==> src/rtl/mem_arbiter.sv <==
// rtl/mem_arbiter.sv - single-port memory arbiter/sequencer for fetch and data stages
module mem_arbiter #(
    parameter int ADDR_W  = 16,
    parameter int DATA_W  = 16,
    parameter int MEM_LAT = 4
) (
    input  logic              clk,
    input  logic              rst,
    input  logic              if_req,
    input  logic [ADDR_W-1:0] if_addr,
    input  logic              d_re,
    input  logic              d_we,
    input  logic [ADDR_W-1:0] d_addr,
    input  logic [DATA_W-1:0] d_wdata,
    output logic              if_done,
    output logic [DATA_W-1:0] if_rdata,
    output logic              d_done,
    output logic [DATA_W-1:0] d_rdata,
    output logic              if_stall,
    output logic              d_stall,
    output logic              mem_re,
    output logic              mem_we,
    output logic [ADDR_W-1:0] mem_addr,
    output logic [DATA_W-1:0] mem_wdata,
    input  logic [DATA_W-1:0] mem_rdata
);
    localparam int CNT_W = (MEM_LAT > 1) ? $clog2(MEM_LAT) : 1;
    localparam logic [CNT_W-1:0] CNT_LOAD = CNT_W'(MEM_LAT - 1);

    localparam logic [1:0] S_IDLE  = 2'd0;
    localparam logic [1:0] S_DATA  = 2'd1;
    localparam logic [1:0] S_FETCH = 2'd2;

    logic [1:0]        state_q, state_d;
    logic [CNT_W-1:0]  cnt_q, cnt_d;
    logic              mem_re_q, mem_re_d;
    logic              mem_we_q, mem_we_d;
    logic [ADDR_W-1:0] mem_addr_q, mem_addr_d;
    logic [DATA_W-1:0] mem_wdata_q, mem_wdata_d;
    logic              if_done_q, if_done_d;
    logic              d_done_q, d_done_d;
    logic [DATA_W-1:0] if_rdata_q, if_rdata_d;
    logic [DATA_W-1:0] d_rdata_q, d_rdata_d;
    logic              d_req, f_req;

    // Done mask keeps a requester from being re-served in its completion cycle.
    assign d_req = (d_re | d_we) & ~d_done_q;
    assign f_req = if_req & ~if_done_q;

    assign if_stall  = f_req;
    assign d_stall   = d_req;
    assign if_done   = if_done_q;
    assign d_done    = d_done_q;
    assign if_rdata  = if_rdata_q;
    assign d_rdata   = d_rdata_q;
    assign mem_re    = mem_re_q;
    assign mem_we    = mem_we_q;
    assign mem_addr  = mem_addr_q;
    assign mem_wdata = mem_wdata_q;

    always_comb begin
        state_d     = state_q;
        cnt_d       = cnt_q;
        mem_re_d    = mem_re_q;
        mem_we_d    = mem_we_q;
        mem_addr_d  = mem_addr_q;
        mem_wdata_d = mem_wdata_q;
        if_done_d   = 1'b0;
        d_done_d    = 1'b0;
        if_rdata_d  = if_rdata_q;
        d_rdata_d   = d_rdata_q;
        case (state_q)
            S_IDLE: begin
                if (d_req) begin
                    // Read and write together resolve to a write.
                    state_d     = S_DATA;
                    cnt_d       = CNT_LOAD;
                    mem_we_d    = d_we;
                    mem_re_d    = ~d_we;
                    mem_addr_d  = d_addr;
                    mem_wdata_d = d_we ? d_wdata : '0;
                end else if (f_req) begin
                    state_d     = S_FETCH;
                    cnt_d       = CNT_LOAD;
                    mem_we_d    = 1'b0;
                    mem_re_d    = 1'b1;
                    mem_addr_d  = if_addr;
                    mem_wdata_d = '0;
                end
            end
            S_DATA, S_FETCH: begin
                if (cnt_q == '0) begin
                    state_d     = S_IDLE;
                    mem_re_d    = 1'b0;
                    mem_we_d    = 1'b0;
                    mem_addr_d  = '0;
                    mem_wdata_d = '0;
                    if (state_q == S_FETCH) begin
                        if_done_d  = 1'b1;
                        if_rdata_d = mem_rdata;
                    end else begin
                        d_done_d = 1'b1;
                        if (mem_re_q) begin
                            d_rdata_d = mem_rdata;
                        end
                    end
                end else begin
                    cnt_d = cnt_q - CNT_W'(1);
                end
            end
            default: begin
                state_d     = S_IDLE;
                cnt_d       = '0;
                mem_re_d    = 1'b0;
                mem_we_d    = 1'b0;
                mem_addr_d  = '0;
                mem_wdata_d = '0;
            end
        endcase
    end

    always_ff @(posedge clk or posedge rst) begin
        if (rst) begin
            state_q     <= S_IDLE;
            cnt_q       <= '0;
            mem_re_q    <= 1'b0;
            mem_we_q    <= 1'b0;
            mem_addr_q  <= '0;
            mem_wdata_q <= '0;
            if_done_q   <= 1'b0;
            d_done_q    <= 1'b0;
            if_rdata_q  <= '0;
            d_rdata_q   <= '0;
        end else begin
            state_q     <= state_d;
            cnt_q       <= cnt_d;
            mem_re_q    <= mem_re_d;
            mem_we_q    <= mem_we_d;
            mem_addr_q  <= mem_addr_d;
            mem_wdata_q <= mem_wdata_d;
            if_done_q   <= if_done_d;
            d_done_q    <= d_done_d;
            if_rdata_q  <= if_rdata_d;
            d_rdata_q   <= d_rdata_d;
        end
    end
endmodule

==> config.mk <==
export PLATFORM = sky130hd
export DESIGN_NAME = mem_arbiter
export DESIGN_NICKNAME = d
export VERILOG_FILES = /design/src/rtl/mem_arbiter.sv
export SDC_FILE = /design/constraint.sdc
export NUM_CORES = 1
export LEC_CHECK = 0
export ABC_AREA = 1
export CORE_MARGIN = 1.5
export CORE_UTILIZATION = 42
export DETAILED_ROUTE_END_ITERATION = 10
export PLACE_DENSITY = 0.8
export SLEW_MARGIN = 0
export SYNTH_ARGS = -nofsm -noshare
export SYNTH_HDL_FRONTEND = slang
export SYNTH_SLANG_ARGS = --single-unit
export TNS_END_PERCENT = 100
==> constraint.sdc <==
create_clock -name clk -period 3.3 [get_ports clk]
set_input_delay 0.66 -clock clk [delete_from_list [all_inputs] [get_ports clk]]
set_output_delay 0.66 -clock clk [all_outputs]
set_load 0.02 [all_outputs]
==> flow_summary.yaml <==
synthesis:
  synth_area_mm2: 0.00320
  yosysSeqAreaShare_pct: 56.3
  syn_avg_cell_area_um2: 8.52
  synth_nets: 449
  synthesis.instances: 376
  ys_ff_latch: 72
  ys_types: 17
  ys_warn_count: 0
flow_run:
  maxCapViolations: 0
power_and_ir_drop:
  power.density_mw_per_mm2: 976
  ir_drop_mv: 0.598
  p_leak_nw: 2.39
critical_path:
  required_ns: 2.64
  arrival_ns: 2.18
  critPathBufInv: 4
  critPathMaxFanout: 4
  cpLargestDelayFamily: "buffers and inverters"
  critPathSlowestCell: "clkdlybuf4s50_1"
  crit_path_max_incr_delay_ns: 0.64
  path_class: "primary input to output port"
  crit_path_cell_trace: "clkdlybuf4s50_1, inv_2, nand2_2, nand2_2, inv_1, clkdlybuf4s50_1"
  worst_setup_path_end_kind: "output port"
  crit_path_start_kind: "primary input"
sta:
  skew_ns: 0.00644
  hold_viol: 0
  final.setup.tns_ns: 0
  min_period_over_period_pct: 86.1
  finalCriticalPeriod_ns: 2.84
  worst_pin_slew_ns: 0.922
  rsz0062_at_grt: "no"
  fmaxAchievable_ghz: 0.352
  setup_viol: 0
  maxSlewViolCount: 0
  relSlewSlack_pct: 38.4
status:
  status: "finished clean"
place:
  dp.cells: 594
  routabilityCongestion: 0.772
  dp_hpwl_mm: 6.16
  portBuffers: 138
floorplan:
  core_area_mm2: 0.00733
  initial_core_util_pct: 43.7
  dieWidth_um: 90.3
  dieArea_mm2: 0.00816
  num_rows: 31
  die_h_um: 90.3
  ios: 139
finish:
  area_growth_pct: 50.1
  ff_latch_area_mm2: 0.00180
  mostFrequentLayoutCells: "clkdlybuf4s50_1, nand2_1, dfrtp_1"
  n_fill_cell: 608
  multiInputGateArea_mm2: 0.00116
  final_common_cell: "clkdlybuf4s50_1"
  fin_nets: 579
  antenna_cells: 0
  layout.cells.non_filler: 609
  drive_gt1_share_pct: 5.10
clock_tree:
  cts_root_buf: "clkbuf_8"
  cts_sinks: 72
  clk_latency_ns: 0.35
  cts_tree: "done"
  tritoncts.num_buffers: 9
  postCtsSetupRepairBufs: 0
  cts_resized: 0
  clockBufferDepth: 2
  cts-hold-fix-buffers: 0
  clk_pin_slew_worst_paths_ns: 0.07
  htree_num_levels: 3
routing:
  num_vias: 3006
  ant_nets: 0
  dr.pass1.iters: 4
  drt-initial-drc-count: 181
  drc_errors: 0
  vias_per_cell: 4.94
  post_drt_wl_per_cell_um: 14.2
  wl_mm: 8.65
grt:
  grt-ovfl-total: 0
  antenna_found_initial: 0
  grtUsageTotal_pct: 22.3
  grt_max_degree: 37
  grt_pass1_wl_mm: 14.5
  first_global_vias: 2940
worst_hold_path:
  hp-class: "flop to flop"
[worst min-delay path: stages, from the launching register on]
cell	delay [ns]
dfrtp_1	0.34
nand2_1	0.05
nand2_1	0.05
[Yosys cell counts (all sizes together)]
| cell | number | area (um^2) |
|---|---|---|
| a21oi | 2 | 10.0 |
| buf | 14 | 83.8 |
| clkbuf | 9 | 33.8 |
| clkinv | 1 | 3.75 |
| dfrtp | 72 | 1800 |
| ha | 4 | 50.1 |
| inv | 31 | 116 |
| nand2 | 138 | 528 |
| nand3 | 38 | 195 |
| nand4 | 34 | 213 |
| nor2 | 1 | 6.26 |
| o21ai | 32 | 160 |
[sequential cells by signal, indices dropped and copies added, names as in the netlist]
signal     flops
if_rdata      16
mem_addr      16
mem_wdata     16
mem_we         1
d_rdata       16
mem_re         1
if_done        1
state_q        2
d_done         1
cnt_q          2
[metal layers]
metal	global-route usage, %	share of wire, %	routed length (um)
met1	29.6	44	3840
met2	32.8	44	3820
met3	8.59	9.6	832
met4	8.60	1.8	158
met5	0	0	0
[where the power goes]
| group | switching, W | internal, W | leakage, nW |
|---|---|---|---|
| logic | 0.00147 | 0.00103 | 1.42 |
| registers | 0.000224 | 0.00129 | 0.880 |
| clock network | 0.000315 | 0.000362 | 0.0989 |
| total | 0.00201 | 0.00268 | 2.39 |
[logic make-up after synthesis]
kind of cell	share of synthesized area, %
AO/OA/AOI/OAI	5.31
adder cells (fa/ha/maj)	1.56
buffers and inverters	7.42
flip-flops	56.3
AND/OR/NAND/NOR	29.4
[stage by stage]
stage	utilization (%)	total power [W]	setup WS [ns]	cell area, um^2	hold WS, ns
3_3_place_gp	63.0	0.00397	0.493	4620	0.455
5_1_grt	65.6	0.00502	0.241	4810	0.506
2_1_floorplan	-	0.00297	0.815	3200	0.442
3_5_place_dp	63.0	0.00404	0.459	4620	0.464
6_report	65.6	0.00469	0.459	4810	0.478
4_1_cts	65.6	0.00473	0.464	4810	0.482
[worst paths after layout]
check | start | to | slack [ns] | depth (start not counted)
setup / recovery | d_we | d_stall | 0.46 | 6
hold / removal | cnt_q[1]$_DFFE_PP0P_ | cnt_q[1]$_DFFE_PP0P_ | 0.48 | 2
setup reg to reg | state_q[0]$_DFFE_PP0P_ | mem_wdata[2]$_DFFE_PP0P_ | 0.54 | 6
hold reg to reg | cnt_q[1]$_DFFE_PP0P_ | cnt_q[1]$_DFFE_PP0P_ | 0.48 | 2
max in group asynchronous | rst | d_rdata[1]$_DFFE_PP0P_ | 1.82 | 3
min in group asynchronous | rst | mem_wdata[11]$_DFFE_PP0P_ | 0.70 | 2
[final cells by class]
cell class | count | area share, %
clock inverters | 4 | 0.937
repair buffers | 142 | 29.4
well taps | 99 | 2.58
multi-input cells | 249 | 24.2
clock buffers | 11 | 2.94
inverters | 32 | 2.50
flip-flops and latches | 72 | 37.5
Note: power is estimated with default switching activity, not from simulation.
